===== src/rtl/hpr_alu_pkg.sv =====
// hpr_alu_pkg: shared ALU function codes, opcode constant, sequencer states and carry helper
package hpr_alu_pkg;
  typedef enum logic [2:0] {ADD, INC, AND, OR, XOR, NOT, SHL, CLR} alu_fn_e;
  localparam logic [3:0] OPC_ALU = 4'b1000;
  typedef enum logic [1:0] {IDLE, EXEC, WRITE} seq_state_e;
  function automatic logic fn_sets_carry(alu_fn_e f);
    return f inside {ADD, INC, SHL};
  endfunction
endpackage


===== src/rtl/alu_sequencer_if.sv =====
// alu_sequencer_if: decoder handshake, ALU control/result and register-file write bus
// slave  = sequencer side (receives instr_valid/instr/alu_result/alu_carry)
// master = decoder/ALU/regfile side (receives everything the sequencer drives)
interface alu_sequencer_if;
  logic       instr_valid;
  logic       instr_ready;
  logic [7:0] instr;
  logic [2:0] alu_fn;
  logic       alu_en;
  logic [7:0] alu_result;
  logic       alu_carry;
  logic       dest_we_a;
  logic       dest_we_d;
  logic [7:0] dest_data;
  logic       flag_sign;
  logic       flag_carry;
  logic       flag_zero;
  logic       illegal;
  logic       done;
  modport slave (
    input  instr_valid, instr, alu_result, alu_carry,
    output instr_ready, alu_fn, alu_en, dest_we_a, dest_we_d, dest_data,
           flag_sign, flag_carry, flag_zero, illegal, done
  );
  modport master (
    output instr_valid, instr, alu_result, alu_carry,
    input  instr_ready, alu_fn, alu_en, dest_we_a, dest_we_d, dest_data,
           flag_sign, flag_carry, flag_zero, illegal, done
  );
endinterface


===== src/rtl/alu_flag_register.sv =====
// alu_flag_register: Sign/Carry/Zero condition flags with load enable and sync reset
// clk, reset : clock, synchronous active-high reset
// load       : capture *_in this cycle
// sign/carry/zero : registered flags
module alu_flag_register (
  input  logic clk,
  input  logic reset,
  input  logic load,
  input  logic sign_in,
  input  logic carry_in,
  input  logic zero_in,
  output logic sign,
  output logic carry,
  output logic zero
);
  always_ff @(posedge clk)
    if (reset) {sign, carry, zero} <= 3'b000;
    else if (load) {sign, carry, zero} <= {sign_in, carry_in, zero_in};
endmodule


===== src/rtl/alu_sequencer.sv =====
// alu_sequencer: accepts ALU-class instructions, drives the ALU for SETTLE_CYCLES, writes A or D and updates flags
// clk, reset : clock, synchronous active-high reset
// bus        : decoder handshake, ALU control/result, regfile write, flags, illegal/done pulses
module alu_sequencer
  import hpr_alu_pkg::*;
#(
  parameter int SETTLE_CYCLES = 2
) (
  input logic            clk,
  input logic            reset,
  alu_sequencer_if.slave bus
);
  if (SETTLE_CYCLES < 1 || SETTLE_CYCLES > 15) begin : g_bad_settle
    $error("SETTLE_CYCLES must be within 1..15");
  end
  seq_state_e state_q, state_d;
  logic [3:0] cnt_q;
  alu_fn_e    fn_q;
  logic       dest_q;
  logic [7:0] data_q;
  logic       illegal_q;
  logic       hs, legal, cap;
  assign hs    = bus.instr_valid && state_q == IDLE;
  assign legal = bus.instr[7:4] == OPC_ALU;
  // result and carry are sampled on the last settle cycle, while alu_en is still high
  assign cap   = state_q == EXEC && cnt_q == 4'd0;
  always_comb begin
    state_d = state_q;
    state_d = state_q == IDLE ? (hs && legal ? EXEC : IDLE) :
              state_q == EXEC ? (cap ? WRITE : EXEC) : IDLE;
  end
  always_ff @(posedge clk)
    if (reset) begin
      state_q   <= IDLE;
      cnt_q     <= 4'd0;
      fn_q      <= ADD;
      dest_q    <= 1'b0;
      data_q    <= 8'h00;
      illegal_q <= 1'b0;
    end else begin
      state_q   <= state_d;
      illegal_q <= hs && !legal;
      if (hs && legal) begin
        fn_q   <= alu_fn_e'(bus.instr[2:0]);
        dest_q <= bus.instr[3];
        cnt_q  <= 4'(SETTLE_CYCLES - 1);
      end else if (state_q == EXEC) cnt_q <= cnt_q - 4'd1;
      if (cap) data_q <= bus.alu_result;
    end
  alu_flag_register u_flags (
    .clk      (clk),
    .reset    (reset),
    .load     (cap),
    .sign_in  (bus.alu_result[7]),
    .carry_in (fn_sets_carry(fn_q) && bus.alu_carry),
    .zero_in  (bus.alu_result == 8'h00),
    .sign     (bus.flag_sign),
    .carry    (bus.flag_carry),
    .zero     (bus.flag_zero)
  );
  assign bus.instr_ready = state_q == IDLE;
  assign bus.alu_fn      = fn_q;
  // CLR leaves the ALU disabled so the result bus reads zero
  assign bus.alu_en      = state_q == EXEC && fn_q != CLR;
  assign bus.dest_we_a   = state_q == WRITE && !dest_q;
  assign bus.dest_we_d   = state_q == WRITE && dest_q;
  assign bus.dest_data   = data_q;
  assign bus.illegal     = illegal_q;
  assign bus.done        = state_q == WRITE;
endmodule


===== src/flat_wrapper.sv =====
// flat-port wrapper written by rule: the top's interface ports become plain ports
module alu_sequencer_flat import hpr_alu_pkg::*;
#(
  parameter int SETTLE_CYCLES = 2
)
  (clk, reset, bus_instr_valid, bus_instr, bus_alu_result, bus_alu_carry, bus_instr_ready, bus_alu_fn, bus_alu_en, bus_dest_we_a, bus_dest_we_d, bus_dest_data, bus_flag_sign, bus_flag_carry, bus_flag_zero, bus_illegal, bus_done);
  alu_sequencer_if bus_i ();
  input logic clk;
  input logic reset;
  input wire logic [$bits(bus_i.instr_valid)-1:0] bus_instr_valid;
  input wire logic [$bits(bus_i.instr)-1:0] bus_instr;
  input wire logic [$bits(bus_i.alu_result)-1:0] bus_alu_result;
  input wire logic [$bits(bus_i.alu_carry)-1:0] bus_alu_carry;
  output wire logic [$bits(bus_i.instr_ready)-1:0] bus_instr_ready;
  output wire logic [$bits(bus_i.alu_fn)-1:0] bus_alu_fn;
  output wire logic [$bits(bus_i.alu_en)-1:0] bus_alu_en;
  output wire logic [$bits(bus_i.dest_we_a)-1:0] bus_dest_we_a;
  output wire logic [$bits(bus_i.dest_we_d)-1:0] bus_dest_we_d;
  output wire logic [$bits(bus_i.dest_data)-1:0] bus_dest_data;
  output wire logic [$bits(bus_i.flag_sign)-1:0] bus_flag_sign;
  output wire logic [$bits(bus_i.flag_carry)-1:0] bus_flag_carry;
  output wire logic [$bits(bus_i.flag_zero)-1:0] bus_flag_zero;
  output wire logic [$bits(bus_i.illegal)-1:0] bus_illegal;
  output wire logic [$bits(bus_i.done)-1:0] bus_done;
  assign bus_i.instr_valid = bus_instr_valid;
  assign bus_i.instr = bus_instr;
  assign bus_i.alu_result = bus_alu_result;
  assign bus_i.alu_carry = bus_alu_carry;
  assign bus_instr_ready = bus_i.instr_ready;
  assign bus_alu_fn = bus_i.alu_fn;
  assign bus_alu_en = bus_i.alu_en;
  assign bus_dest_we_a = bus_i.dest_we_a;
  assign bus_dest_we_d = bus_i.dest_we_d;
  assign bus_dest_data = bus_i.dest_data;
  assign bus_flag_sign = bus_i.flag_sign;
  assign bus_flag_carry = bus_i.flag_carry;
  assign bus_flag_zero = bus_i.flag_zero;
  assign bus_illegal = bus_i.illegal;
  assign bus_done = bus_i.done;
  alu_sequencer #(.SETTLE_CYCLES(SETTLE_CYCLES)) u_core (.clk(clk), .reset(reset), .bus(bus_i));
endmodule

===== config.mk =====
export PLATFORM = sky130hd
export DESIGN_NAME = alu_sequencer_flat
export DESIGN_NICKNAME = d
export VERILOG_FILES = /design/src/rtl/hpr_alu_pkg.sv /design/src/rtl/alu_sequencer_if.sv /design/src/rtl/alu_flag_register.sv /design/src/rtl/alu_sequencer.sv /design/src/flat_wrapper.sv
export SDC_FILE = /design/constraint.sdc
export NUM_CORES = 1
export LEC_CHECK = 0
export CAP_MARGIN = 25
export CORE_UTILIZATION = 40
export CTS_BUF_LIST = sky130_fd_sc_hd__clkbuf_4
export CTS_CLUSTER_DIAMETER = 200
export DETAILED_ROUTE_END_ITERATION = 12
export PLACE_DENSITY_LB_ADDON = 0.2
export SLEW_MARGIN = 30
export SYNTH_ARGS = -nofsm -noshare
export SYNTH_HDL_FRONTEND = slang
export SYNTH_HIERARCHICAL = 1
export SYNTH_SLANG_ARGS = --single-unit

===== constraint.sdc =====
create_clock -name clk -period 2.12 [get_ports clk]
set_input_delay 0.318 -clock clk [delete_from_list [all_inputs] [get_ports clk]]
set_output_delay 0.318 -clock clk [all_outputs]
set_load 0.05 [all_outputs]

* Word level (Yosys, flattened, before mapping)
Index checks and enable logic that the tools add are counted.
Widths: inputs -> output; s select.
** Word-level totals
- Register bits :: 22
- Bits in latches :: 0
- RAM bits :: 0
- Bits in read-only memories :: 0
- Output and inout bits :: 20
- Word-level logic and storage cells :: 40
- Memories kept :: 0
** Operators by class
- Add/sub/neg operators :: 1
- $mul :: 0
- Div/mod/pow operators :: 0
- Order comparisons :: 0
- Equality and inequality tests :: 6
- Shift-type cells :: 0
- Multiplexer cells :: 6
- Bitwise logic cells :: 0
- Reductions and logical operators :: 17
** Operators with widths (count)
- $logic_and 1x1->1 :: 8
- $logic_not 8->1 :: 1
- $mux 2 :: 3
- $eq 4x4->1 const B :: 1
- $logic_not 4->1 :: 1
- $sub 4x1->4 const B :: 1
- $eq 3x1->1 const B :: 1
- $eq 3x3->1 const B :: 1
- $logic_not 3->1 :: 1
- $mux 1 :: 3
- $ne 3x3->1 const B :: 1
- $reduce_bool 3->1 :: 1
- $eq 2x1->1 const B :: 1
- $eq 2x2->1 const B :: 1
- $logic_not 1->1 :: 2
- $logic_not 2->1 :: 1
- $reduce_bool 2->1 :: 1
- $reduce_or 2->1 :: 1

* Depth between registers and ports, before layout
Gate-level depths: netlist (run 1).
- Depth after elaboration :: 5
- Mapped depth :: 8
- Mapped depth without buffers :: 6

* Cells and area by module
Netlist (run 1), hierarchy kept.
** By module, submodules not included
- alu_sequencer :: times used 1, cells each 108, area an instance 897.1 µm², seq. area each 380.4 µm²
- alu_flag_register :: times used 1, cells each 9, area an instance 101.3 µm², seq. area each 60.1 µm²

* Worst setup path after synthesis (run 1)
No wires, ideal clock.
- Path type :: flip-flop to output port
- From :: register u_core.state_q[1]
- To :: output bus_dest_we_a
- Arrival time :: 1.926 ns
- Slack :: -0.124 ns
- Stages on the path, launching flop included :: 3
- Cells stage by stage :: dfxtp_1 nor2b_1 nor2b_1
** On the way
- Longest elaborated chain between the ends :: 2
** RTL lines
- start: declaration :: line alu_sequencer.sv:16 : seq_state_e state_q, state_d;
- start signal: assignment :: line alu_sequencer.sv:41 : state_q <= state_d;
- $eq 2x2->1
- net bus_done :: line flat_wrapper.sv:24 : output wire logic [$bits(bus_i.done)-1:0] bus_done;
- $logic_and 1x1->1 :: line alu_sequencer.sv:65 : assign bus.dest_we_a = state_q == WRITE && !dest_q;
- end: declaration :: line flat_wrapper.sv:17 : output wire logic [$bits(bus_i.dest_we_a)-1:0] bus_dest_we_a;
The timed path passes the listed nets, and every way through them passes these cells.

* Worst setup path after layout (run 1)
- From :: register u_core.fn_q[1], in the netlist u_core/bus.alu_fn[1]
- To :: output bus_alu_fn[1]
** RTL lines
- start: declaration :: line alu_sequencer.sv:18 : alu_fn_e fn_q;
- start signal: assignment :: line alu_sequencer.sv:44 : fn_q <= alu_fn_e'(bus.instr[2:0]);
- end: declaration :: line flat_wrapper.sv:15 : output wire logic [$bits(bus_i.alu_fn)-1:0] bus_alu_fn;
No word-level cell between the ends.

==> impl_metrics.env, run 1 <==
export IMPL_fin_skew_ps=6.26
export IMPL_routed_via_density=4.97
export IMPL_grt_pass1_vias=943
export IMPL_die_area_sq_mm=0.00270
export IMPL_setup_tns_ps=0
export IMPL_slowest_delay_ps=830
export IMPL_clk_latency_ps=300
export IMPL_totalWireLength_microns=2230
export IMPL_die_w_microns=52.0
export IMPL_port_buffer_count=39
export IMPL_status="finished, final reports clean"
export IMPL_area_growth_pct=45.7
export IMPL_synth_top_flop_cell="dfxtp_1"
export IMPL_grt_first_pass_wirelength_microns=3800
export IMPL_powerDensity_mw_per_mm2=490
export IMPL_multi_input_comb_area_sq_um=493
export IMPL_ir_worst_vdd_v=0.000346
export IMPL_critPathTopFamily="buffers and inverters"
export IMPL_yosysSeqAreaShare_pct=44.1
export IMPL_cts_max_level=1
export IMPL_synth_fp_nets=138
export IMPL_die_h_microns=52.0
export IMPL_post_route_period_util_pct=88.9
export IMPL_io_pins=40
export IMPL_rows=17
export IMPL_worstPathMaxFanout=5
export IMPL_cp_arrival_ps=1570
export IMPL_crit_chain="clkdlybuf4s50_1"
export IMPL_nFillCells=192
export IMPL_core_sq_mm=0.00228
export IMPL_clk_path_buf_depth=2
export IMPL_hold_class="flop to flop"
export IMPL_dp_hpwl_microns=1680
export IMPL_ff_latch_area_sq_um=440
export IMPL_final_setup_viol_count=0
export IMPL_period_needed_ps=1880
export IMPL_hold_viol_final=0
export IMPL_synth_most_common_cell="dfxtp_1"
export IMPL_antenna_left=0
export IMPL_grt_usage_pct=18.7
export IMPL_grt_overflow_total=0
export IMPL_ys_warnings_count=6
export IMPL_crit_type="flop to output pin"
export IMPL_routedWlPerCell_microns=12.1
export IMPL_crit_path_start_kind="flop"
export IMPL_finalMaxSlewViolations=0
export IMPL_netlist_top_cells_area="dfxtp_1 (44%), mux2i_1 (7.0%), or3_1 (6.3%)"
export IMPL_critical_path_buf_inv_count=1
export IMPL_first_iter_violations=12
export IMPL_required_ps=1800
export IMPL_syn_area_sq_um=998
export IMPL_clk_pin_slew_ps=120
export IMPL_netlist_instances=117
export IMPL_antenna_found_initial=0
export IMPL_async_flop_share_pct=0
export IMPL_num_nets_final=178
export IMPL_cts_buffers_inserted=3
export IMPL_synth_top_area_share_pct=44.1
export IMPL_drive_above_1_share_pct=7.69
export IMPL_ys_ff_latch=22
export IMPL_cts_tree="yes"
export IMPL_rsz0062_at_grt="no"
export IMPL_power_mw=0.714
export IMPL_relSlewSlack_pct=58.5
export IMPL_fin_util_pct=63.9
export IMPL_initial_core_util_pct=43.9
export IMPL_num_antenna_cells=0
export IMPL_holdWs_ps=486
export IMPL_power_leakage_nw=0.552
export IMPL_clock_sinks=22
export IMPL_ys_types=29
export IMPL_critPathCaptureType="output pin"
export IMPL_crit_slowest_cell="clkdlybuf4s50_1"
export IMPL_grt_max_degree=21
export IMPL_yosys_area_top_type="dfxtp_1"
export IMPL_num_vias=914
export IMPL_place_gp_congestion=0.768
export IMPL_drc=0
export IMPL_dr_pass1_iters=4
export IMPL_clockRootBuffer="clkbuf_4"
export IMPL_synth_edf_count=0
export IMPL_synth_area_per_cell_sq_um=8.53
export IMPL_cts_setup_buffers=0
export IMPL_cap_violations=0
export IMPL_yosys_top_cells_count="dfxtp_1 (22), a21oi_1 (10), inv_1 (10), or3_1 (10)"
export IMPL_fmax_mhz=531
export IMPL_worst_slew_pin_slew_ps=620
-- stage by stage --
stage          instances  cell area [sq um]  setup slack (ps)
2_1_floorplan        117               1000              68.9
3_3_place_gp         180               1420               341
3_5_place_dp         180               1420               294
4_1_cts              184               1450              44.7
5_1_grt              184               1460               119
6_report             184               1460               236
-- cells in the final DEF (no fill, tap or decap) --
cell type and n:
nand3_1 1, nor2b_2 1, clkinv_1 1, and3_1 1, xnor2_1 1, nor4b_2 1, nor2b_1 2, a2111oi_2 1
nand3b_1 1, nand2b_1 9, ha_1 1, a211oi_1 1, nand2_1 3, o21a_1 1, dfxtp_1 22, o21ai_0 4
a31oi_1 1, inv_1 10, buf_4 5, nor2_1 9, or3b_1 1, clkdlybuf4s50_1 34, xor2_1 1, clkbuf_4 3
mux2i_1 7, buf_12 1, a21oi_1 10, nand4_1 2, or3_1 10, nor3_1 3, o21ai_1 5, dlymetal6s2s_1 2
and2_1 1
-- worst paths after layout --
kind | depth (start not counted) | endpoint | slack [ps] | start
max | 1 | bus_alu_fn[1] | 240 | u_core/bus.alu_fn[1]
min | 2 | u_core/bus.dest_data[3] | 490 | u_core/bus.dest_data[3]
max reg2reg | 6 | u_core/bus.dest_data[2] | 430 | u_core/cnt_q[0]
min reg2reg | 2 | u_core/bus.dest_data[3] | 490 | u_core/bus.dest_data[3]
-- final cells by class --
class | instances | area share, %
tap | 28 | 2.41
sequential | 22 | 30.3
multi-input combinational | 78 | 33.9
timing repair buffer | 42 | 29.1
clock inverter | 1 | 0.258
clock buffer | 3 | 1.55
inverter | 10 | 2.58
-- worst register-to-register path, cell delays in order, from the launching register on --
cell and delay [ps]:
dfxtp_1 360, inv_1 70, ha_1 160, or3b_1 370, buf_4 200, or3_1 310, a21oi_1 150
-- registers in the layout, summed over array words and instances, names as in the netlist --
name / count
u_core/u_flags/carry: 1
u_core/bus.illegal: 1
u_core/u_flags/zero: 1
u_core/u_flags/sign: 1
u_core/dest_q: 1
u_core/cnt_q: 4
u_core/bus.dest_data: 8
u_core/bus.alu_fn: 3
u_core/state_q: 2
-- report_power, final --
part | switching (mW) | internal [mW]
logic | 0.0483 | 0.0547
registers | 0.00394 | 0.419
clock network | 0.120 | 0.0685
-- what timing repair did --
action                     4_1_cts  5_1_grt
hold buffers                     0        0
resized for setup                0        2
setup endpoints to repair        0        2
-- logic make-up (layout without fill, tap and decap cells) --
| group | count (synthesis) | count (layout) | share of synthesized area [%] |
|---|---|---|---|
| and+or+nand+nor | 45 | 45 | 25.9 |
| AOI/OAI and AO/OA | 23 | 23 | 13.2 |
| DFF | 22 | 22 | 44.1 |
| buffers and inverters | 17 | 56 | 6.77 |
| muxes | 7 | 7 | 7.02 |
| xor gates and xnor gates | 2 | 2 | 1.75 |
| adders and majority gates | 1 | 1 | 1.25 |
-- metal layers --
layer	share of wire (%)	up-vias	GRT usage, %
met4	0.36	0	6.31
met5	0	-	0
met1	42	416	21.5
met3	3.8	2	3.51
li1	-	473	-
met2	53	23	34.0
No activity file was read; power rests on OpenSTA's default activity.
==> inputs of run 2 (changes only) <==
MAX_ROUTING_LAYER = met4   (was default)
==> run 2 against run 1 <==
Register-to-register slack about the same. Cell count unchanged. Routed wire length down 0.94%. Via count up 0.66%. First-iteration DRC count unchanged. Non-clock buffer count unchanged. Sequential power about the same. Clock skew down 1.4 ps. Sequential share of layout area unchanged. Critical path type unchanged. Critical endpoint unchanged. Largest cell class unchanged.
==> impl_metrics.env, run 2 (same netlist as run 1, synthesis figures left out) <==
export IMPL_crit_type="flop to output pin"
export IMPL_powerDensity_mw_per_mm2=490
export IMPL_worstPathMaxFanout=5
export IMPL_cap_violations=0
export IMPL_setup_tns_ps=0
export IMPL_slowest_delay_ps=830
export IMPL_routedWlPerCell_microns=12.0
export IMPL_cts_max_level=1
export IMPL_clockRootBuffer="clkbuf_4"
export IMPL_num_vias=920
export IMPL_cp_arrival_ps=1570
export IMPL_r2r_end="u_core/bus.dest_data[2]"
export IMPL_final_common_cell="clkdlybuf4s50_1"
export IMPL_critPathCaptureType="output pin"
export IMPL_holdPathStages=2
export IMPL_dr_pass1_iters=4
export IMPL_antenna_found_initial=0
export IMPL_final_setup_viol_count=0
export IMPL_finalMaxSlewViolations=0
export IMPL_cts_tree="yes"
export IMPL_grt_max_degree=21
export IMPL_io_pins=40
export IMPL_first_iter_violations=12
export IMPL_port_buffer_count=39
export IMPL_r2r_slack_ps=430
export IMPL_grt_first_pass_wirelength_microns=3800
export IMPL_fmax_mhz=531
export IMPL_largest_register_ffs=8
export IMPL_die_w_microns=52.0
export IMPL_clk_path_buf_depth=2
export IMPL_holdWs_ps=486
export IMPL_fin_skew_ps=4.85
export IMPL_crit_slowest_cell="clkdlybuf4s50_1"
export IMPL_clk_latency_ps=300
export IMPL_grt_overflow_total=0
export IMPL_cts_setup_buffers=0
export IMPL_cts_buffers_inserted=3
export IMPL_hold_path_endpoint="u_core/bus.dest_data[3]"
export IMPL_totalWireLength_microns=2200
export IMPL_place_gp_congestion=0.778
export IMPL_rows=17
export IMPL_rsz0062_at_grt="no"
export IMPL_initial_core_util_pct=43.9
export IMPL_drive_above_1_share_pct=7.69
export IMPL_period_needed_ps=1880
export IMPL_die_area_sq_mm=0.00270
export IMPL_routed_via_density=5.00
export IMPL_antenna_left=0
export IMPL_num_antenna_cells=0
export IMPL_clk_pin_slew_ps=120
export IMPL_rr_worst_depth=6
export IMPL_core_sq_mm=0.00228
export IMPL_status="finished, final reports clean"
export IMPL_clock_sinks=22
export IMPL_critical_path_buf_inv_count=1
export IMPL_drc=0
export IMPL_grt_usage_pct=19.2
export IMPL_hold_viol_final=0
export IMPL_worst_slew_pin_slew_ps=623
export IMPL_relSlewSlack_pct=58.3
export IMPL_num_nets_final=178
export IMPL_crit_chain="clkdlybuf4s50_1"
export IMPL_power_leakage_nw=0.552
export IMPL_area_growth_pct=45.7
export IMPL_hold_class="flop to flop"
export IMPL_required_ps=1800
export IMPL_die_h_microns=52.0
export IMPL_critPathTopFamily="buffers and inverters"
export IMPL_crit_reg2reg_launch="u_core/cnt_q[0]"
export IMPL_final_cell_mix="clkdlybuf4s50_1 (34), dfxtp_1 (22), inv_1 (10), or3_1 (10), a21oi_1 (10)"
export IMPL_grt_pass1_vias=942
export IMPL_dp_hpwl_microns=1680
export IMPL_post_route_period_util_pct=88.8
export IMPL_worstHoldStart="u_core/bus.dest_data[3]"
export IMPL_ir_worst_vdd_v=0.000347
export IMPL_crit_path_start_kind="flop"
## run 2: cell counts in the layout (fill, tap and decap cells not counted)
Identical to the previous run, type by type.
## run 2: area by class of cell
class | count | area, sq um
inverters | 10 | 37.5
flip-flops and latches | 22 | 440
repair buffers | 42 | 423
fillers | 192 | 821
clock inverters | 1 | 3.75
clock buffers | 3 | 22.5
multi-input cells | 78 | 493
well taps | 28 | 35.0
## run 2: worst max path at each step
stage,cells past startpoint,to,from,slack (ps)
2_1_floorplan,2,bus_dest_we_a,u_core/state_q[1],70
3_3_place_gp,4,u_core/bus.alu_fn[1],bus_instr[5],340
3_5_place_dp,4,u_core/dest_q,bus_instr[5],290
4_1_cts,2,bus_instr_ready,u_core/state_q[0],40
5_1_grt,3,bus_alu_en,u_core/state_q[0],120
6_report,1,bus_alu_fn[1],u_core/bus.alu_fn[1],240
## run 2: report_power, final
part | switching [mW] | leakage [nW] | total (mW) | internal [mW]
clock | 0.119 | 0.0154 | 0.188 | 0.0685
combinational | 0.0482 | 0.359 | 0.103 | 0.0547
sequential | 0.00393 | 0.178 | 0.423 | 0.419
## run 2: stage by stage
step           instance area [sq um]  utilization (%)  power (mW)  instances  setup WS [ps]
4_1_cts                         1450             63.7       0.723        184           44.7
5_1_grt                         1460             63.9       0.747        184            119
3_3_place_gp                    1420             62.6       0.533        180            341
2_1_floorplan                   1000                -       0.481        117           68.9
6_report                        1460             63.9       0.714        184            237
3_5_place_dp                    1420             62.6       0.535        180            294
## run 2: metal layers
metal  part of all wire (%)  track usage [%]  wire (microns)
met2                     54             34.0            1190
met1                     42             21.5             915
met4                   0.36             6.31               8
met5                      0                -               0
met3                    4.1             3.51              90
## run 2: tightest hold or removal path, cell delays in order, from the launching register on
cell	delay, ps
dfxtp_1	330
o21ai_1	60
a21oi_1	60
## run 2: timing repair
action	CTS	global route
gates resized for setup	0	2
hold buffers	0	0
setup endpoints to repair	0	2
==> inputs of run 3 (changes only) <==
SLEW_MARGIN = default   (was 30)
==> results of run 3 <==
Same layout as run 2: the final DEF is identical, and so are final timing and power.
